===== src/rtl/div_sequencer_pkg.sv =====
// Shared constants for the divide sequencer: widths, op codes, FSM states, divider step counts.
// No logic; imported by div_sequencer and uint_diver.
// No backpressure; constants only.
package div_sequencer_pkg;

    localparam int DATAWIDTH      = 32;
    localparam int DIV_STEPS      = DATAWIDTH;
    localparam int DIV_STEPS_LOG2 = $clog2(DIV_STEPS);

    localparam logic [1:0] OP_DIV  = 2'b00;
    localparam logic [1:0] OP_DIVU = 2'b01;
    localparam logic [1:0] OP_REM  = 2'b10;
    localparam logic [1:0] OP_REMU = 2'b11;

    typedef enum logic [2:0] {
        S_IDLE = 3'd0,
        S_PREP = 3'd1,
        S_RUN  = 3'd2,
        S_POST = 3'd3,
        S_DONE = 3'd4
    } state_t;

endpackage


===== src/rtl/div_sequencer_uint_diver.sv =====
// Unsigned restoring divider, one quotient bit per enabled cycle.
// Latency: STEPS enabled cycles after load; end_flag rises with the last step.
// Backpressure: en low freezes the iteration; load restarts it.
module uint_diver
    import div_sequencer_pkg::*;
#(
    parameter int STEPS = DIV_STEPS,
    parameter int CNT_W = DIV_STEPS_LOG2
) (
    input  logic             clk,
    input  logic             rst_n,
    input  logic             load,
    input  logic             en,
    input  logic [STEPS-1:0] dividend,
    input  logic [STEPS-1:0] divisor,
    output logic [STEPS-1:0] quotient,
    output logic [STEPS-1:0] remainder,
    output logic             end_flag
);

    logic [STEPS-1:0] rem_q;
    logic [STEPS-1:0] quo_q;
    logic [STEPS-1:0] dvs_q;
    logic [CNT_W-1:0] cnt_q;
    logic [STEPS:0]   trial;
    logic             ge;

    assign trial = {rem_q, quo_q[STEPS-1]};
    assign ge    = (trial >= {1'b0, dvs_q});

    always_ff @(posedge clk or negedge rst_n) begin
        if (!rst_n) begin
            rem_q    <= '0;
            quo_q    <= '0;
            dvs_q    <= '0;
            cnt_q    <= '0;
            end_flag <= 1'b0;
        end else if (load) begin
            rem_q    <= '0;
            quo_q    <= dividend;
            dvs_q    <= divisor;
            cnt_q    <= '0;
            end_flag <= 1'b0;
        end else if (en && !end_flag) begin
            // a zero divisor always "fits": quotient fills with ones, remainder rebuilds the dividend
            rem_q <= ge ? (trial[STEPS-1:0] - dvs_q) : trial[STEPS-1:0];
            quo_q <= {quo_q[STEPS-2:0], ge};
            cnt_q <= cnt_q + 1'b1;
            if (cnt_q == CNT_W'(STEPS - 1))
                end_flag <= 1'b1;
        end
    end

    assign quotient  = quo_q;
    assign remainder = rem_q;

endmodule


===== src/rtl/div_sequencer.sv =====
// Signed/unsigned DIV/REM sequencer around uint_diver; optional macro DIV_FASTPATH_EN.
// Latency: done 36 cycles after start accept (3 for zero divisor / overflow with DIV_FASTPATH_EN).
// Backpressure: busy stalls the pipe; start outside IDLE is dropped; flush aborts to IDLE.
module div_sequencer
    import div_sequencer_pkg::*;
#(
    parameter int DATA_W = DATAWIDTH
) (
    input  logic              clk,
    input  logic              rst_n,
    input  logic              start,
    input  logic [1:0]        op,
    input  logic [DATA_W-1:0] src_a,
    input  logic [DATA_W-1:0] src_b,
    input  logic              flush,
    output logic              busy,
    output logic              done,
    output logic [DATA_W-1:0] result,
    output logic              div_by_zero
);

    localparam logic [DATA_W-1:0] MIN_NEG = {1'b1, {(DATA_W-1){1'b0}}};

    state_t            state, nxt;
    logic [1:0]        op_q;
    logic              sa_q, sb_q, dbz_q;
    logic [DATA_W-1:0] a_q, b_q;
    logic              is_signed, is_rem, neg_a, neg_b, ovf;
    logic [DATA_W-1:0] mag_a, mag_b;
    logic              div_load, div_en, div_end;
    logic [DATA_W-1:0] div_quo, div_rem;
    logic [DATA_W-1:0] q_fix, r_fix;

    assign is_signed = (op_q == OP_DIV) || (op_q == OP_REM);
    assign is_rem    = (op_q == OP_REM) || (op_q == OP_REMU);
    assign neg_a     = is_signed & sa_q;
    assign neg_b     = is_signed & sb_q;
    assign ovf       = is_signed & (a_q == MIN_NEG) & (b_q == '1);
    assign mag_a     = neg_a ? -a_q : a_q;
    assign mag_b     = neg_b ? -b_q : b_q;

    assign div_load  = (state == S_PREP) & ~flush;
    assign div_en    = (state == S_RUN) & ~div_end & ~flush;

    assign busy      = (state != S_IDLE);
    assign done      = (state == S_DONE);

    always_ff @(posedge clk or negedge rst_n) begin
        if (!rst_n)
            state <= S_IDLE;
        else
            state <= nxt;
    end

    always_comb begin
        nxt = state;
        case (state)
            S_IDLE: if (start) nxt = S_PREP;
`ifdef DIV_FASTPATH_EN
            S_PREP: nxt = (dbz_q || ovf) ? S_POST : S_RUN;
`else
            S_PREP: nxt = S_RUN;
`endif
            S_RUN:  if (div_end) nxt = S_POST;
            S_POST: nxt = S_DONE;
            S_DONE: nxt = S_IDLE;
            default: nxt = S_IDLE;
        endcase
        if (flush)
            nxt = S_IDLE;
    end

    always_ff @(posedge clk or negedge rst_n) begin
        if (!rst_n) begin
            op_q  <= OP_DIV;
            sa_q  <= 1'b0;
            sb_q  <= 1'b0;
            dbz_q <= 1'b0;
            a_q   <= '0;
            b_q   <= '0;
        end else if (state == S_IDLE && start && !flush) begin
            op_q  <= op;
            sa_q  <= src_a[DATA_W-1];
            sb_q  <= src_b[DATA_W-1];
            dbz_q <= (src_b == '0);
            a_q   <= src_a;
            b_q   <= src_b;
        end
    end

    // Special cases are forced explicitly so the fast path needs no divider output.
    always_comb begin
        q_fix = (neg_a ^ neg_b) ? -div_quo : div_quo;
        r_fix = neg_a ? -div_rem : div_rem;
        if (dbz_q) begin
            q_fix = '1;
            r_fix = a_q;
        end else if (ovf) begin
            q_fix = MIN_NEG;
            r_fix = '0;
        end
    end

    always_ff @(posedge clk or negedge rst_n) begin
        if (!rst_n) begin
            result      <= '0;
            div_by_zero <= 1'b0;
        end else if (state == S_POST && !flush) begin
            result      <= is_rem ? r_fix : q_fix;
            div_by_zero <= dbz_q;
        end
    end

    uint_diver #(
        .STEPS (DATA_W),
        .CNT_W ($clog2(DATA_W))
    ) u_diver (
        .clk       (clk),
        .rst_n     (rst_n),
        .load      (div_load),
        .en        (div_en),
        .dividend  (mag_a),
        .divisor   (mag_b),
        .quotient  (div_quo),
        .remainder (div_rem),
        .end_flag  (div_end)
    );

endmodule


===== config.mk =====
export PLATFORM = sky130hd
export DESIGN_NAME = div_sequencer
export DESIGN_NICKNAME = d
export VERILOG_FILES = /design/src/rtl/div_sequencer_pkg.sv /design/src/rtl/div_sequencer_uint_diver.sv /design/src/rtl/div_sequencer.sv
export SDC_FILE = /design/constraint.sdc
export NUM_CORES = 1
export LEC_CHECK = 0
export BUFFER_PORTS_ARGS = -buffer_cell sky130_fd_sc_hd__buf_4
export CAP_MARGIN = 20
export CELL_PAD_IN_SITES_DETAIL_PLACEMENT = 2
export CELL_PAD_IN_SITES_GLOBAL_PLACEMENT = 2
export CORE_ASPECT_RATIO = 0.75
export CORE_MARGIN = 2
export CORE_UTILIZATION = 38
export DETAILED_ROUTE_END_ITERATION = 6
export HOLD_SLACK_MARGIN = 0.06
export PLACE_DENSITY = 0.9
export SKIP_CTS_REPAIR_TIMING = 1
export SYNTH_ARGS = -nofsm -noshare
export SYNTH_HDL_FRONTEND = slang
export SYNTH_HIERARCHICAL = 1
export SYNTH_SLANG_ARGS = --single-unit

===== constraint.sdc =====
create_clock -name clk -period 3.5 [get_ports clk]
set_input_delay 0.7 -clock clk [delete_from_list [all_inputs] [get_ports clk]]
set_output_delay 0.7 -clock clk [all_outputs]
set_load 0.03 [all_outputs]

==> reports/results.txt, run 1 <==
final-layout worst hold slack -> 201 ps
maximum fanout along the worst path -> 19
final sum of negative setup slack -> 0 ps
synthesis-to-layout area growth -> 16.7%
Post-synth EDFFs -> 0
slack of the critical path -> 68.3 ps
clock sink count -> 205
max-capacitance violation count -> 0
CTS clk-pin slew, worst paths -> 70 ps
area of the mapped netlist -> 13,700 sq um
worst vdd ir -> 0.493 mV
GRT Residual Overflow -> 0
antenna diode count -> 0
Overall Global Routing Usage -> 0.302
portion of the post-synthesis area used by sequential elements -> 0.373
initial antenna violation count -> 2
number of instances in the placed design -> 2,054
remaining design rule violation count -> 0
cells traversed along the worst timing path -> ha_1 > nand3_1 > a211oi_1 > o31ai_2 > a21oi_1 > o21ai_2 > a21boi_4 > nor2_4 > buf_4 > mux2i_1 > a211oi_1
max incr delay on CP -> 500 ps
Setup Viol. Count Final -> 0
wire length per cell after detailed routing -> 29.0 microns
worst slack after detailed placement -> 138 ps
fraction of power consumed by the clock network -> 0.153
FP Rows -> 60
# nets final -> 1,725
root buffer selected by CTS -> clkbuf_16
length of routed met3 wiring -> 4.00 mm
die boundary width -> 224 microns
result of the run -> completed
source-to-sink clock delay at the later pin of the worst-skew pair -> 560 ps
areal power density over the cells -> 1080 nW/um^2
H-tree Lvls -> 1
Post-Layout Cell Count -> 2,097
die footprint -> 37,700 sq um
Worst Reg2Reg Path Length in Cells -> 11
highest metal layer with signal wires -> met4
first-pass iteration count of the detailed router -> 5
placed cell area -> 15,200 sq um
Crit path required time -> 3910 ps
synthesis warning total -> 6
Hold Path Class -> primary input to async pin
number of standard cells after synthesis -> 1,530
Tmin final -> 3430 ps
global-route wire length before repair -> 88.8 mm
maximum number of pins on one net before global-route repair -> 82
fin area -> 16,000 sq um
fraction of final layout cells sized beyond drive strength 1 -> 0.182
I/O pins -> 105
WL final -> 60.9 mm
number of global-route vias before repair -> 14,400
Most Frequent Cell on Critical Path -> a211oi_1
max-slew violation total from the final report -> 0
number of different library cells in the post-synthesis netlist -> 73
largest buffer count on any clock path -> 3
Critical path buffers and inverters -> 1
primary flip-flop cell chosen by synthesis mapping -> dfrtp_1
effective utilization at floorplan -> 0.385
Synth Area per Inst -> 8.98 sq um
Max transition margin -> 0.356
part of the cycle the worst path needs -> 0.980
post-route antenna net violation count -> 0
largest area contributor in the synthesized netlist -> dfrtp_1
Worst Max-Slew Pin Slew -> 964 ps
Final Skew -> 32.9 ps
critical path arrival -> 3840 ps
top cell family by delay on the critical path -> compound AO/OA/AOI/OAI gates
switching fraction of total power -> 0.508
detailed placement HPWL -> 40.6 mm
Std-Cell Core Area -> 35,700 sq um
Pint -> 8520 uW
Switching Power -> 8800 uW
TritonCTS buffer count -> 23
slowest cell on the critical path -> ha_1
Via-to-Cell Ratio -> 6.47
count of fill cells added during filler insertion -> 3,854
Port Buf Inserts -> 104
Seq pwr share -> 0.269
Leakage -> 0.00667 uW
Yosys top cell area share -> 0.373
critical path depth -> 11
unrepaired setup endpoints after global routing -> false
critical setup path kind -> flip-flop to flip-flop
crit path launch type -> flip-flop
share of synthesized registers carrying an async set or reset -> 1.00
Met1 Routed Length -> 26.1 mm
largest cells by area after synthesis -> dfrtp_1 (37%), xnor2_1 (6.0%), mux2_2 (5.6%)
power share of the combinational group -> 0.578
Synth Register Bits -> 205
Hold Fails Final Rpt -> 0
Die Ht -> 169 microns
net count after synthesis -> 1,640
CTS tree -> yes
DRC violation total after the first TritonRoute iteration -> 1,364
maximum operating frequency -> 291 MHz
final estimated routing congestion in global placement -> 0.854
total length of routed met2 wires -> 28.5 mm
Critical Path End Type -> flip-flop
total via count in the routed design -> 13,600
-- logic make-up (layout without fill, tap and decap cells) --
group,after synthesis,in the layout,synth area share
AND/OR/NAND/NOR,472,472,0.169
buffers and inverters,141,243,0.0404
adder cells (fa/ha/maj),40,40,0.0370
multiplexers,125,125,0.0973
AO/OA/AOI/OAI,401,401,0.190
flip-flops,205,205,0.373
XOR/XNOR,146,146,0.0930
-- path summary, 6_finish.rpt --
path / start / to / slack [ps]
worst max-delay path: u_diver/remainder[6] / u_diver/remainder[8] / 70
worst min register to register: state[2] / state[1] / 540
worst max register to register: u_diver/remainder[6] / u_diver/remainder[8] / 70
max in group asynchronous: rst_n / result[13] / 2410
min in group clk: flush / state[1] / 350
worst min-delay path: rst_n / u_diver/remainder[23] / 200
-- synthesized netlist by cell type, types with 9 or more instances --
| cell | number |
|---|---|
| ha_1 | 39 |
| a21o_1 | 15 |
| a21oi_1 | 108 |
| inv_1 | 50 |
| clkbuf_1 | 67 |
| nand4_1 | 17 |
| a211oi_1 | 33 |
| nand3_1 | 21 |
| nand2_1 | 134 |
| and3_1 | 9 |
| or3_1 | 14 |
| buf_1 | 18 |
| mux2i_1 | 56 |
| o21ai_0 | 108 |
| xor2_1 | 52 |
| dfrtp_1 | 205 |
| xnor2_1 | 94 |
| or4_1 | 11 |
| nand2b_1 | 16 |
| nor3_1 | 44 |
| o31ai_1 | 25 |
| o41ai_1 | 17 |
| a31oi_1 | 16 |
| a221oi_2 | 10 |
| mux2_2 | 68 |
| a221oi_1 | 10 |
| nor2_1 | 132 |
| nor4_1 | 26 |
| nor2b_1 | 11 |
-- worst reg2reg max path, stage by stage, from the launching register on --
cell and delay (ps):
dfrtp_1 490, ha_1 500, nand3_1 230, a211oi_1 340
o31ai_2 160, a21oi_1 240, o21ai_2 120, a21boi_4 300
nor2_4 60, buf_4 240, mux2i_1 180, a211oi_1 420
-- power by group through the flow --
stage	Combinational [uW]	Sequential [uW]	Clock, uW
finish	10000	4650	2650
global route	10600	4750	2760
CTS	9450	4570	2650
detailed placement	9220	4580	0
global placement	8540	4430	0
floorplan	5990	4480	0
-- flip-flops by register name, indices dropped and copies added (netlist names) --
name and count:
a_q 31, b_q 31, dbz_q 1, div_by_zero 1, op_q 2, result 32
sa_q 1, sb_q 1, state 3, u_diver/cnt_q 5, u_diver/dvs_q 32, u_diver/end_flag 1
u_diver/quotient 32, u_diver/remainder 32
-- per-stage QoR --
stage | total power [uW] | utilization
detailed placement | 13800 | 0.425
global placement | 13000 | 0.425
floorplan | 10500 | -
finish | 17300 | 0.449
global route | 18100 | 0.449
CTS | 16700 | 0.447
-- placed cells by master, fill, tap and decap left out, types with 15 or more instances in the layout --
cell type / instances
nor3_1: 44
xor2_1: 52
a21oi_1: 108
a211oi_1: 32
nand3_1: 20
a21o_1: 15
o41ai_1: 17
mux2i_1: 56
ha_1: 37
dfrtp_1: 203
a31oi_1: 16
clkbuf_16: 23
xnor2_1: 94
nand2_1: 134
nand4_1: 17
nor2_1: 131
inv_1: 50
nor4_1: 25
o21ai_0: 108
mux2_2: 68
buf_4: 143
o31ai_1: 24
nand2b_1: 16
-- per-layer routing --
metal	vias up	GRT usage
li1	5717	-
met1	6981	0.413
met2	714	0.492
met3	162	0.0507
met4	0	0.0901
met5	-	0
-- cell type report --
class / count / area (sq um) / area share
repair buffers: 151 / 1230 / 0.0770
flip-flops and latches: 205 / 5130 / 0.320
inverters: 50 / 188 / 0.0117
clock buffers: 32 / 639 / 0.0399
well taps: 465 / 582 / 0.0363
multi-input cells: 1184 / 8120 / 0.507
clock inverters: 10 / 134 / 0.00835
No activity file was read; power rests on OpenSTA's default activity.
==> run 2: changes to the inputs <==
- CORE_ASPECT_RATIO: 0.75 -> 1.2
- CTS_CLUSTER_SIZE: unset -> 30
- SKIP_CTS_REPAIR_TIMING: 1 -> unset
==> reports/results.txt, run 2 (synthesized netlist as in run 1, its figures left out) <==
clock sink count -> 205 (unchanged)
Hold Path Class -> primary input to async pin
slowest cell on the critical path -> dfrtp_1
Port Buf Inserts -> 104 (unchanged)
slack of the critical path -> -1.98 ps (-70.2 ps)
result of the run -> finished with violations
met3 usage in global routing -> 0.0560 (+0.00529)
# nets final -> 1,746 (+1.2%)
first-pass iteration count of the detailed router -> 7 (+2)
Critical Path End Type -> flip-flop
most frequent cells in the layout -> dfrtp_1 (204), buf_4 (162), nand2_1 (134)
GRT Residual Overflow -> 0 (unchanged)
maximum fanout along the worst path -> 21 (+2)
largest buffer count on any clock path -> 3 (unchanged)
Leakage -> 0.00680 uW (+1.9%)
met2 Usage GRT -> 0.602 (+0.110)
Std-Cell Core Area -> 35,800 sq um (about the same)
root buffer selected by CTS -> clkbuf_16
Final Skew -> 27.2 ps (-5.71 ps)
effective utilization at floorplan -> 0.384 (about the same)
remaining design rule violation count -> 0 (unchanged)
total power of the final layout -> 18,100 uW (+4.6%)
part of the cycle the worst path needs -> 1.00 (+0.0201)
Hold Fails Final Rpt -> 0 (unchanged)
max-capacitance violation count -> 0 (unchanged)
source-to-sink clock delay at the later pin of the worst-skew pair -> 580 ps (+20 ps)
H-tree Lvls -> 1 (unchanged)
most frequent standard cell in the layout excluding fill and tap cells -> dfrtp_1
Via-to-Cell Ratio -> 6.55 (+1.2%)
wire length per cell after detailed routing -> 31.1 microns (+7.1%)
synthesis-to-layout area growth -> 18.5%
Setup Viol. Count Final -> 1 (+1)
number of global-route vias before repair -> 15,500 (+7.1%)
die footprint -> 37,700 sq um (about the same)
Worst Max-Slew Pin Slew -> 1000 ps (+38.4 ps)
fraction of final layout cells sized beyond drive strength 1 -> 0.200 (+0.0175)
CTS clk-pin slew, worst paths -> 70 ps (about the same)
violated checks -> setup timing
DRC violation total after the first TritonRoute iteration -> 1,219 (-11%)
Crit path required time -> 3950 ps (+40 ps)
WL final -> 66.1 mm (+8.5%)
areal power density over the cells -> 1110 nW/um^2 (+2.9%)
met1 usage -> 0.370 (-0.0426)
worst slack after detailed placement -> 152 ps (+13.2 ps)
CTS tree -> yes
maximum number of pins on one net before global-route repair -> 92 (+12%)
total via count in the routed design -> 13,900 (+2.4%)
critical setup path kind -> flip-flop to flip-flop
Overall Global Routing Usage -> 0.340 (+0.0385)
global-route wire length before repair -> 97.2 mm (+9.4%)
final estimated routing congestion in global placement -> 0.861 (+0.83%)
cells traversed along the worst timing path -> ha_1 > nand2_1 > a211oi_1 > o211ai_1 > a21oi_1 > o21ai_2 > a21boi_4 > nor2_4 > buf_6 > a211o_1 > a311oi_1
max-slew violation total from the final report -> 0 (unchanged)
hold buffer count at cts -> 0
Die Ht -> 212 microns (+26%)
FP Rows -> 76 (+27%)
max incr delay on CP -> 510 ps (about the same)
number of instances in the placed design -> 2,072 (+0.88%)
detailed placement HPWL -> 41.7 mm (+2.7%)
post-route antenna net violation count -> 0 (unchanged)
I/O pins -> 105 (unchanged)
busiest layer in global routing -> met2
initial antenna violation count -> 1 (-1)
die boundary width -> 178 microns (-21%)
Max transition margin -> 0.326 (-0.0304)
worst vdd ir -> 0.486 mV (-1.4%)
final-layout worst hold slack -> 213 ps (+11.4 ps)
Post-Layout Cell Count -> 2,123 (+1.2%)
critical path arrival -> 3950 ps (+110 ps)
Tmin final -> 3500 ps (+70.2 ps)
crit path launch type -> flip-flop
maximum operating frequency -> 286 MHz (-2.0%)
count of fill cells added during filler insertion -> 3,820 (-0.88%)
TritonCTS buffer count -> 26 (+13%)
run 2: changes by cell type in the layout (fill, tap and decap cells not counted), sizes merged:
| cell | delta |
|---|---|
| clkinv | +2 |
| clkbuf | +1 |
| inv | -1 |
| diode | +1 |
| buf | +18 |
| clkinvlp | +2 |
run 2: final timing paths:
kind	start	endpoint	slack, ps	cells after the start
worst max-delay path	u_diver/remainder[15]	u_diver/remainder[4]	-2	11
worst min-delay path	rst_n	u_diver/remainder[15]	210	1
worst max register to register	u_diver/remainder[15]	u_diver/remainder[4]	-2	11
worst min register to register	result[1]	result[1]	500	2
max in group asynchronous	rst_n	a_q[2]	2340	2
min in group clk	flush	state[1]	320	2
run 2: final cells by class:
type                    count  area [sq um]  share of cell area
diodes                      1          2.50            0.000154
clock buffers              33           717              0.0440
clock inverters            13           161             0.00991
inverters                  50           188              0.0115
multi-input cells        1184          8170               0.502
flip-flops and latches    205          5130               0.315
well taps                 468           586              0.0359
repair buffers            169          1340              0.0820
run 2: worst max-delay path, delay by kind of cell, from the launching register on:
kind / cells / cell delay (ps)
buf+inv: 1 / 200
flops: 1 / 510
compound gates: 7 / 1820
fa+ha+maj: 1 / 510
simple gates: 2 / 280
run 2: timing repair:
item / CTS / global route
setup buffers: 0 / 3
pin swaps: 0 / 3
gates cloned: 0 / 0
gates resized for setup: 4 / 16
endpoints found under the setup margin: 8 / 28
run 2: through the flow:
step / util / setup TNS [ps] / instance area, sq um
finish: 0.456 / -1.98 / 16300
CTS: 0.453 / 0 / 16200
global route: 0.456 / -126 / 16300
floorplan: - / 0 / 13700
global placement: 0.427 / 0 / 15300
detailed placement: 0.428 / 0 / 15300
run 2: routing by layer:
| metal | routed length (microns) | vias to the layer above |
|---|---|---|
| li1 | - | 5742 |
| met1 | 23900 | 7087 |
| met2 | 33300 | 724 |
| met3 | 3860 | 352 |
| met4 | 5010 | 0 |
| met5 | 0 | - |
run 2: where the power goes:
group / leakage, uW / total (uW) / internal (uW) / switching, uW
combinational: 0.00384 / 10600 / 3890 / 6670
clock: 0.000422 / 2870 / 1670 / 1210
sequential: 0.00253 / 4670 / 3280 / 1390
